`config.mk`:
```
export PLATFORM = sky130hd
export DESIGN_NAME = reg_file_scoreboard
export DESIGN_NICKNAME = d
export VERILOG_FILES = /design/src/rtl/reg_file_scoreboard.sv
export SDC_FILE = /design/constraint.sdc
export NUM_CORES = 1
export LEC_CHECK = 0
export CORE_MARGIN = 3
export CORE_UTILIZATION = 50
export CTS_BUF_LIST = sky130_fd_sc_hd__clkbuf_8
export DETAILED_ROUTE_END_ITERATION = 6
export GPL_ROUTABILITY_DRIVEN = 0
export GPL_TIMING_DRIVEN = 0
export PLACE_DENSITY = 0.73
export SLEW_MARGIN = 40
export SYNTH_ARGS = -nofsm -noshare
export SYNTH_HDL_FRONTEND = slang
export SYNTH_SLANG_ARGS = --single-unit
```
`constraint.sdc`:
```
create_clock -name clk -period 27 [get_ports clk]
set_input_delay 5.4 -clock clk [delete_from_list [all_inputs] [get_ports clk]]
set_output_delay 5.4 -clock clk [all_outputs]
set_load 0.02 [all_outputs]
```
`src/rtl/reg_file_scoreboard.sv`:
```
// 16 x 32-bit register file with per-register pending-write counters for RAW hazard detection.
// Optional write-through bypass from the writeback port: define REGFILE_WB_BYPASS_EN.
module reg_file_scoreboard #(
    parameter int DATA_W = 32,
    parameter int ADDR_W = 4,
    parameter int CNT_W  = 2
) (
    input  logic                 clk,
    input  logic                 rst,
    input  logic [ADDR_W-1:0]    src1_addr_in,
    input  logic [ADDR_W-1:0]    src2_addr_in,
    input  logic                 src1_valid_in,
    input  logic                 src2_valid_in,
    output logic [DATA_W-1:0]    reg1_out,
    output logic [DATA_W-1:0]    reg2_out,
    input  logic                 issue_en_in,
    input  logic [ADDR_W-1:0]    issue_dest_in,
    input  logic                 wb_en_in,
    input  logic [ADDR_W-1:0]    wb_reg_dest_in,
    input  logic [DATA_W-1:0]    wb_value_in,
    output logic                 hazard_out,
    output logic [2**ADDR_W-1:0] pending_mask_out,
    output logic                 sb_err_out
);
    localparam int NREG = 2**ADDR_W;
    localparam logic [CNT_W-1:0] CNT_MAX = '1;

    logic [NREG-1:0][DATA_W-1:0] regs;
    logic [NREG-1:0][CNT_W-1:0]  cnt;
    logic [NREG-1:0]             err_set;
    logic                        pend1, pend2;

    always_ff @(posedge clk or posedge rst) begin
        if (rst)           regs <= '0;
        else if (wb_en_in) regs[wb_reg_dest_in] <= wb_value_in;
    end

    for (genvar g = 0; g < NREG; g++) begin : g_sb
        logic             inc, dec;
        logic [CNT_W-1:0] c_q;

        assign inc = issue_en_in && (issue_dest_in == ADDR_W'(g));
        assign dec = wb_en_in && (wb_reg_dest_in == ADDR_W'(g));
        // Simultaneous inc/dec cancel, so they never flag an error even at the limits.
        assign err_set[g] = (inc && !dec && c_q == CNT_MAX) || (dec && !inc && c_q == '0);

        always_ff @(posedge clk or posedge rst) begin
            if (rst) c_q <= '0;
            else if (inc && !dec && c_q != CNT_MAX) c_q <= c_q + 1'b1;
            else if (dec && !inc && c_q != '0)      c_q <= c_q - 1'b1;
        end

        assign cnt[g]              = c_q;
        assign pending_mask_out[g] = (c_q != '0);
    end

    always_ff @(posedge clk or posedge rst) begin
        if (rst)             sb_err_out <= 1'b0;
        else if (|err_set)   sb_err_out <= 1'b1;
    end

`ifdef REGFILE_WB_BYPASS_EN
    logic byp1, byp2;
    assign byp1 = wb_en_in && (wb_reg_dest_in == src1_addr_in);
    assign byp2 = wb_en_in && (wb_reg_dest_in == src2_addr_in);
    assign reg1_out = byp1 ? wb_value_in : regs[src1_addr_in];
    assign reg2_out = byp2 ? wb_value_in : regs[src2_addr_in];
    // The last outstanding write landing this cycle is forwarded, so it no longer stalls.
    assign pend1 = src1_valid_in && (cnt[src1_addr_in] != '0)
                   && !(byp1 && cnt[src1_addr_in] == CNT_W'(1));
    assign pend2 = src2_valid_in && (cnt[src2_addr_in] != '0)
                   && !(byp2 && cnt[src2_addr_in] == CNT_W'(1));
`else
    assign reg1_out = regs[src1_addr_in];
    assign reg2_out = regs[src2_addr_in];
    assign pend1    = src1_valid_in && (cnt[src1_addr_in] != '0);
    assign pend2    = src2_valid_in && (cnt[src2_addr_in] != '0);
`endif

    assign hazard_out = pend1 || pend2;
endmodule

```
==> summary.md <==
| Metric | Value |
|---|---|
| WP data arrival | 8.91 ns |
| Worst r2r src | g_sb[4].c_q[1] |
| Setup crit start | src2_addr_in[0] |
| HP Class | register to register |
| Final setup vio count | 0 |
| Final HPWL DP | 60100 µm |
| Vias in the first global route | roughly 22000 |
| Post_cts resized | 0 |
| TNS Setup | 0 ns |
| CTS tree | done |
| Worst R2R Setup Slack | 25.10 ns |
| Hold Buf Count CTS | 0 |
| Asr flop ratio synth | 1.00 |
| Initial Utilization | 0.511 |
| GRT Resource Usage Total | 0.301 |
| Core ar. | 0.0570 mm² |
| Clock Latency Late Sink | a little under 0.7 ns |
| Pwr dens | between 70 and 80 mW/mm² |
| Register bit total from synthesis | between 500 and 600 |
| Most frequent cells after synthesis | 545 x dfrtp_1, 418 x mux2_2, 342 x nand2_1 |
| F_max | about 0.070 GHz |
| Final slew viol count | 0 |
| RSZ-0062 raised after global routing | no |
| TritonCTS buffer count | 92 |
| Synthesized area | approximately 0.029 mm² |
| R2R depth | 4 |
| Die X | between 200 and 250 µm |
| Port bufs | roughly 130 |
| Crit path time final | approximately 14 ns |
| Yosys Warn Count | 0 |
| Drt wl/cell | just under 30 µm |
| Met3 wire length | around 10000 µm |
| Layout Nets | about 2300 |
| Vias | 20700 |
| GR Overflow Total | 0 |
| Initial antenna violation count | 4 |
| Clk buf depth | 3 |
| Topmost layer with routed signal wires | met5 |
| Total Routed Length | ~90000 µm |
| Area grow syn2layout | 14.7% |
| Ratio of cells with drive above 1 in the final layout | 0.423 |
| Met1 wire length | ~34000 µm |
| Syn Nets | ~2100 |
| Num rows | 87 |
| Mapped Cells | a little over 2000 |
| Root buf cell | clkbuf_8 |
| DRC Markers | 0 |
| Via density | around 6.6 |
| Routed met2 length | 41600 µm |
| Top cells by area, synth | dfrtp_1 47%, mux4_2 25%, mux2_2 16% |
| DR pass1 iterations | 6 |
| CTS clk-pin slew, worst paths | 0.05 ns |
| Dpl cells | 2945 |
| Top cell type's share of synthesized area | 0.468 |
| Fin cells | between 3000 and 4000 |
| Setup Buffers After CTS | 0 |
| Sequential share of the synthesized area | 0.468 |
| Global-route wire length before repair | 135000 µm |
| Skew final | roughly 0.014 ns |
| Die Ht | 247 µm |
| R2R Path End | sb_err_out |
| Number of synthesized flops with an enable pin | 0 |
| Rel. slew slack | 0.414 |
| Ys flop type | dfrtp_1 |
| CTS Sinks | 545 |
| Critical path launch point type | input pin |
| Post-route ant nets | 0 |
| Pleak | 14.1 nW |
| Syn avg cell area | 14.2 µm² |
| Final Hold Vio Count | 0 |
| Final worst-path cycle share | 0.530 |
| Min-Delay Startpoint | regs[338] |
| Synth area leader | dfrtp_1 |
| Htree depth | 3 |
| Worst Setup EP | reg2_out[17] |
| Cell with the most instances after synthesis | dfrtp_1 |
| Worst EP required | 21.60 ns |
| Max_cap viols | 0 |
| Die area | around 0.06 mm² |
| Worst setup path class | input pin to primary output |
| I/O pin total | approximately 140 |
| Crit path max fanout | 10 |
| Critical Path End Type | primary output |
| Largest net degree at the start of global routing | a little over 80 |
| Iteration-0 DRC Markers | ~2600 |
| Netlist cell types | 48 |
| Worst slew pin tran | 0.880 ns |
| Status | finished clean |
| VDD IR max | around 0.039 mV |
[flip-flops by register name, indices dropped and copies added, names as in the netlist]
register,flops
regs,512
sb_err_out,1
g_sb.c_q,32
[cell families (layout without fill, tap and decap cells)]
kind of cell           Yosys count  in the layout  share of synthesized area
muxes                          743            743                      0.413
DFF                            545            545                      0.468
and+or+nand+nor                458            458                     0.0660
buffers and inverters          199            492                     0.0268
AOI/OAI and AO/OA              112            112                     0.0259
other                            0              2                          0
[worst max-delay path, cell delays in order]
cell and delay [ns]:
clkbuf_1 0.40, buf_2 0.44, buf_2 0.52, clkbuf_2 0.58, mux4_2 0.42, mux4_2 0.56, clkdlybuf4s50_1 0.57
[how the worst min path moves through the flow]
stage	to	slack, ns	depth (start not counted)
after floorplan	regs[320]	0.46	2
after global routing	regs[268]	0.52	2
after detailed placement	regs[326]	0.48	2
after CTS	regs[326]	0.50	2
final	regs[338]	0.49	2
after global placement	regs[333]	0.47	2
[layout by cell type, fill, tap and decap left out, types with 7 or more instances in the layout]
cell type / count
nand2_1: 342
clkbuf_8: 108
nor2_1: 38
clkinv_2: 12
a21oi_1: 26
a211oi_1: 24
buf_16: 7
clkbuf_2: 53
buf_2: 44
nand2b_1: 7
mux4_2: 325
a32oi_1: 8
mux2_2: 418
nor2_2: 7
dfrtp_1: 545
nor3_1: 16
o21ai_0: 27
inv_1: 58
nand3_1: 7
clkdlybuf4s50_1: 125
clkbuf_1: 70
[metrics by stage]
step	total power, mW	util	area [µm²]	hold slack, ns	worst slack [ns]
detailed placement	1.82	0.555	31600	0.482	12.74
global route	2.64	0.586	33400	0.517	12.64
finish	2.53	0.586	33400	0.493	12.69
global placement	1.77	0.549	31300	0.470	0.820
floorplan	1.59	-	29100	0.458	6.36
CTS	2.53	0.585	33400	0.496	12.75
[power breakdown]
group	internal, mW	total, mW	switching [mW]
clock	0.372	0.718	0.346
sequential	1.00	1.15	0.143
combinational	0.395	0.669	0.274
[area by class of cell]
| type | instances | area (µm²) |
|---|---|---|
| Fill cell | 4442 | 23600 |
| Multi-Input combinational cell | 1313 | 14700 |
| Sequential cell | 545 | 13600 |
| Clock buffer | 108 | 1490 |
| Timing Repair Buffer | 132 | 1440 |
| Tap cell | 756 | 946 |
| Buffer | 176 | 801 |
| Clock inverter | 53 | 260 |
| Inverter | 23 | 93.8 |
| Antenna cell | 2 | 5.00 |
[metal layers]
| metal | up-vias | global-route usage |
|---|---|---|
| met4 | 6 | 0.146 |
| met1 | 10900 | 0.397 |
| met2 | 1231 | 0.462 |
| li1 | 8242 | - |
| met3 | 291 | 0.0845 |
| met5 | - | 0.0103 |
(Power assumes the default switching activity.)
